--- src/rtl/fact_seq_ctrl.sv ---
// Factorial sequencer: n! by shift-and-add multiply
// on a time-shared external adder.
module fact_seq_ctrl #(
  parameter int WIDTH   = 32,
  parameter int N_WIDTH = 4
) (
  input  logic               clk,
  input  logic               reset_n,
  input  logic               op_start,
  input  logic [N_WIDTH-1:0] op_n,
  output logic [WIDTH-1:0]   add_a,
  output logic [WIDTH-1:0]   add_b,
  output logic               add_ci,
  input  logic [WIDTH-1:0]   add_s,
  input  logic               add_co,
  output logic [WIDTH-1:0]   result,
  output logic               busy,
  output logic               done,
  output logic               overflow
);

  localparam int BW = (N_WIDTH > 1) ? $clog2(N_WIDTH) : 1;
  localparam int XW = WIDTH + N_WIDTH;

  typedef enum logic [2:0] {
    IDLE, CHECK, MUL, UPD, DONE
  } state_e;

  state_e             state_q, state_d;
  logic [N_WIDTH-1:0] cnt_q, cnt_d;
  logic [WIDTH-1:0]   acc_q, acc_d;
  logic [WIDTH-1:0]   result_q, result_d;
  logic [BW-1:0]      bitidx_q, bitidx_d;
  logic               ovf_q, ovf_d;

  logic [XW-1:0]      ext;
  logic               mbit;
  logic               lost;

  // Widened shift exposes the bits that truncation would drop.
  assign ext  = {{N_WIDTH{1'b0}}, result_q} << bitidx_q;
  assign mbit = cnt_q[bitidx_q];
  assign lost = |ext[XW-1:WIDTH];

  always_comb begin
    state_d  = state_q;
    cnt_d    = cnt_q;
    acc_d    = acc_q;
    result_d = result_q;
    bitidx_d = bitidx_q;
    ovf_d    = ovf_q;
    add_a    = '0;
    add_b    = '0;
    unique case (state_q)
      IDLE: begin
        if (op_start) begin
          cnt_d    = op_n;
          result_d = WIDTH'(1);
          ovf_d    = 1'b0;
          state_d  = CHECK;
        end
      end
      CHECK: begin
        if (cnt_q <= N_WIDTH'(1)) begin
          state_d = DONE;
        end else begin
          acc_d    = '0;
          bitidx_d = '0;
          state_d  = MUL;
        end
      end
      MUL: begin
        add_a = acc_q;
        if (mbit) add_b = ext[WIDTH-1:0];
        acc_d = add_s;
        if (add_co || (mbit && lost)) ovf_d = 1'b1;
        if (bitidx_q == BW'(N_WIDTH - 1)) begin
          state_d = UPD;
        end else begin
          bitidx_d = bitidx_q + BW'(1);
        end
      end
      UPD: begin
        result_d = acc_q;
        cnt_d    = cnt_q - N_WIDTH'(1);
        state_d  = CHECK;
      end
      DONE: begin
        state_d = IDLE;
      end
      default: begin
        state_d = IDLE;
      end
    endcase
  end

  always_ff @(posedge clk) begin
    if (!reset_n) begin
      state_q  <= IDLE;
      cnt_q    <= '0;
      acc_q    <= '0;
      result_q <= '0;
      bitidx_q <= '0;
      ovf_q    <= 1'b0;
    end else begin
      state_q  <= state_d;
      cnt_q    <= cnt_d;
      acc_q    <= acc_d;
      result_q <= result_d;
      bitidx_q <= bitidx_d;
      ovf_q    <= ovf_d;
    end
  end

  assign add_ci   = 1'b0;
  assign result   = result_q;
  assign overflow = ovf_q;
  assign busy     = (state_q != IDLE);
  assign done     = (state_q == DONE);

endmodule
--- config.mk ---
export PLATFORM = sky130hd
export DESIGN_NAME = fact_seq_ctrl
export DESIGN_NICKNAME = d
export VERILOG_FILES = /design/src/rtl/fact_seq_ctrl.sv
export SDC_FILE = /design/constraint.sdc
export NUM_CORES = 1
export LEC_CHECK = 0
export BUFFER_PORTS_ARGS = -buffer_cell sky130_fd_sc_hd__buf_2
export CORE_MARGIN = 4
export CORE_UTILIZATION = 47
export DETAILED_ROUTE_END_ITERATION = 12
export PLACE_DENSITY = 0.74
export SLEW_MARGIN = 10
export SYNTH_ARGS = -nofsm -noshare
export SYNTH_HDL_FRONTEND = slang
export SYNTH_SLANG_ARGS = --single-unit
--- constraint.sdc ---
create_clock -name clk -period 3.3 [get_ports clk]
set_input_delay 0.165 -clock clk [delete_from_list [all_inputs] [get_ports clk]]
set_output_delay 0.165 -clock clk [all_outputs]
set_load 0.01 [all_outputs]
---- Word-level counts from Yosys, hierarchy flattened ----
Cells that the tools add are included.
word-level totals
  register bits ........................... 74
  bits in latches ......................... 0
  memories ................................ 0
  word-level logic and storage cells ...... 55
  output and inout port bits .............. 100
  bits in writable memories ............... 0
  bits of input ports ..................... 40
  memory bits (read-only) ................. 0
cells by class
  $add $sub $neg .......................... 2
  muxes and demuxes ....................... 21
  $mul .................................... 0
  shift operators ......................... 1
  bitwise logic cells ..................... 0
  $lt $le $gt $ge ......................... 2
  equality and inequality tests ........... 10
  reductions and logical operators ........ 13
  divide/modulo/power cells ............... 0
operators with widths
  operator             number
  $mux 32              5
  $pmux 32 s2          2
  $shl 32x2->36        1
  $pmux 3 s4           1
  $ne 2x2->1 const B   5
  $mux 3               3
  $pmux 4 s2           1
  $eq 3x2->1 const B   2
  $reduce_and 2->1     3
  $reduce_and 3->1     2
  $reduce_bool 2->1    3
  $le 4x1->1 const B   1
  $mux 2               2
  $mux 4               1
  $pmux 2 s2           1
  $reduce_or 4->1      1
  $sub 4x1->4 const B  1
  $eq 3x1->1 const B   1
  $eq 3x3->1 const B   1
  $logic_not 3->1      1
  $lt 2x3->1 const B   1
  $mux 1               3
  $reduce_bool 3->1    1
  $add 2x1->2 const B  1
  other kinds (5)      5

---- Depth between registers and ports, before layout ----
  word-level depth ........................ 6
  mapped depth ............................ 7

---- Least setup slack after synthesis ----
Ideal clock, no wire load.
  kind .................................... reg-to-output
  start point ............................. register bitidx_q[0]
  end point ............................... output add_b[10]
  stages on the path, launching flop included .. 5
  required time ........................... 3.135 ns
  arrival ................................. 1.470 ns
  path slack .............................. 1.665 ns
  cell sequence ........................... dfxtp_1 -> buf_4 -> buf_6 -> mux4_2 -> and3_1
on the way
  cells in the longest elaborated chain, start to end .. 4
RTL lines
  item                          line  text
  from (decl)                   33    logic [BW-1:0] bitidx_q, bitidx_d;
  from (signal assigned)        110   bitidx_q <= bitidx_d;
  $bmux 1 s2                    42    assign mbit = cnt_q[bitidx_q];
  $mux 1 (implied by the code)  42
  $mux 32 *                     74    if (mbit) add_b = ext[WIDTH-1:0];
  $mux 32 *                     54    unique case (state_q)
  to (decl)                     12    output logic [WIDTH-1:0] add_b,
Every way passes the cells marked *; elsewhere a longest branch is shown, timed or not. The select of a mux whose other input is x is not followed.

---- Worst setup path after layout ----
  start point ............................. register bitidx_q[0]
  end point ............................... output add_b[8]
The elaborated chain is that of the path after synthesis.

==> qor.yml <==
timing:
  slew_viol_final: 0
  hold_viol: 0
  max_slew_margin_pct: 38.7
  holdWs_ns: 0.0157
  setup_ws_ns: 0.818
  setup-tns-final_ns: 0
  max_freq_mhz: 403
  skew_ns: 0.00879
  rsz0062_at_grt: "false"
  min_period_ns: 2.48
  setup_violations: 0
  fin_crit_sh_pct: 75.2
  worst_pin_slew_ns: 0.915
final_layout:
  nets: 600
  final_cell_area_mm2: 0.00511
  drive_gt1_share_pct: 38.3
  diodes: 0
  syn2layout_area_growth_pct: 20.4
logic_synthesis:
  ys_warn_count: 0
  synthArstFlopShare_pct: 0
  synth-simple-area-share_pct: 25.9
  ys_top_cells_by_count: "dfxtp_1, nand3_1, nand2_1"
  ys_types: 51
  synth_top_family_by_area: "simple AND/OR/NAND/NOR gates"
  synth-edff-count: 0
  synth_compound_area_share_pct: 14.3
  synthMuxAreaShare_pct: 16.9
  synthXorXnorAreaFrac_pct: 0
  synth_top_area_share_pct: 34.9
  yosysMostFrequentCell: "dfxtp_1"
  synthFlopType: "dfxtp_1"
  synth-seq-cells: 74
  synth_fa_ha_area_share_pct: 0.885
  yosysSeqAreaShare_pct: 34.9
  synth_area_per_cell_um2: 9.55
  syn-num-nets: 487
  synth_top_cell_by_area: "dfxtp_1"
  synth.area.top_cells: "dfxtp_1, mux4_2, o2bb2ai_1, nand3_1, and2_1"
  post_synth_instance_area_mm2: 0.00424
  synth_cells: 444
flow_run:
  maxCapViolations: 0
setup_path:
  end_kind: "primary output"
  crit_arrival_ns: 2.32
  required_ns: 3.13
  critPathKind: "reg -> out"
  critical_path.max_fanout: 24
  cp-start-kind: "register"
detailed_routing:
  drc_errors: 0
  drt_pass1_iterations: 4
  wl_per_cell_um: 17.9
  drt-initial-drc-count: 236
  vias_per_cell: 5.86
  routed_wl_um: 12000
  ant_nets: 0
  via_count: 3917
die:
  die_h_um: 103
  row_count: 34
  dieWidth_um: 103
  die_area_mm2: 0.0106
  ioPinCount: 140
  initial_utilization_pct: 48.4
  design.core.area_mm2: 0.00876
clocking:
  cts_buffer_depth: 2
  cts_htree_levels: 3
  clk_pin_slew_ns: 0.08
  post_cts_buffers: 0
  cts_made_buffers: 9
  clk_latency_ns: 0.34
  clock-sinks: 74
  postCtsResizedCells: 0
  clock-root-buffer: "clkbuf_8"
  cts_tree: "done"
power_and_ir_drop:
  internal_power_uw: 1360
  seqPwrFrac_pct: 50.8
  power.switching_uw: 532
  p_leak_uw: 0.00220
  pwr-share-comb_pct: 12.6
  swShare_pct: 28.2
  ir_worst_vdd_v: 0.000280
  clockPowerShare_pct: 36.6
  p_per_area_mw_per_mm2: 370
grt:
  antenna_found_initial: 0
  grt_pass1_vias: 3727
  grt_pass1_wl_um: 19000
  grt_overflow: 0
  grt_max_degree: 43
  grt_util_all_layers_pct: 22.8
hold_path:
  hold_path.class: "in -> reg"
placement:
  dp_hpwl_um: 8310
  place_area_mm2: 0.00488
  routabilityCongestion: 0.807
  post-place-ws_ns: 1.14
  io_buffers: 138
outcome:
  status: "finished, final reports clean"
-- layer usage --
metal | up-vias | GRT usage, % | wire length (µm)
li1 | 1877 | - | -
met4 | 0 | 7.77 | 177
met5 | - | 0 | 0
met3 | 11 | 4.87 | 866
met2 | 140 | 38.3 | 6010
met1 | 1889 | 29.1 | 4940
-- sequential cells by signal (all words and copies together), names as in the netlist --
register and flops:
acc_q 32, bitidx_q 2, cnt_q 4, overflow 1, result 32, state_q 3
-- worst max-delay path, cell delays in order, from the launching register on --
cell and delay, ns:
dfxtp_2 0.65, buf_4 0.43, mux4_2 0.55, and3_1 0.20
buf_2 0.14
-- placed cells by master, fill, tap and decap left out, drive strengths merged, types with 2 or more instances in the layout --
cell type	n
o2bb2ai	32
and2	33
buf	149
nor3	2
nand3b	2
a211oi	3
clkinvlp	2
nand2	39
mux2i	2
inv	4
nor2	3
clkbuf	9
dlygate4sd3	4
a21oi	35
dfxtp	74
nand2b	4
o22ai	2
and3	29
nor4	3
mux4	30
clkinv	3
o211ai	2
nor3b	2
o21ai	3
ha	3
nor2b	2
nand3	65
mux2	2
-- power groups by stage --
stage	sequential, µW	clock [µW]	combinational, µW
final	960	692	238
after global routing	967	739	264
after CTS	961	703	239
after detailed placement	981	0	235
after global placement	978	0	229
after floorplan	959	0	197
-- path summary, 6_finish.rpt --
check	cells past startpoint	endpoint	slack, ns	startpoint
worst min-delay path	2	acc_q[5]	0.02	add_s[5]
worst min register to register	2	result[23]	0.47	acc_q[23]
worst max-delay path	4	add_b[8]	0.82	bitidx_q[0]
worst max register to register	3	cnt_q[2]	1.16	state_q[0]
-- what timing repair did --
item / 4_1_cts / 5_1_grt
endpoints found under the setup margin: 0 / 0
hold buffers: 4 / 0
endpoints found under the hold margin: 4 / 0
-- through the flow --
stage,std cells,power [µW],utilization [%]
after detailed placement,650,1220,55.6
after global routing,669,1970,58.3
after global placement,650,1210,55.6
after CTS,669,1900,58.3
final,669,1890,58.3
after floorplan,444,1160,-
-- cells by family (layout without fill, tap and decap cells) --
family,after synthesis,count (layout)
fa+ha+maj,3,3
simple gates,190,190
mux,34,34
buf+inv,55,172
compound gates,87,87
other cells,1,1
flops,74,74
-- area by class of cell --
cell class / count / area (µm²)
repair buffers: 153 / 813
flip-flops and latches: 74 / 1480
multi-input cells: 315 / 2470
inverters: 4 / 15.0
clock inverters: 6 / 67.6
well taps: 108 / 135
fillers: 808 / 3660
clock buffers: 9 / 124
Note: power is estimated with default switching activity, not from simulation.
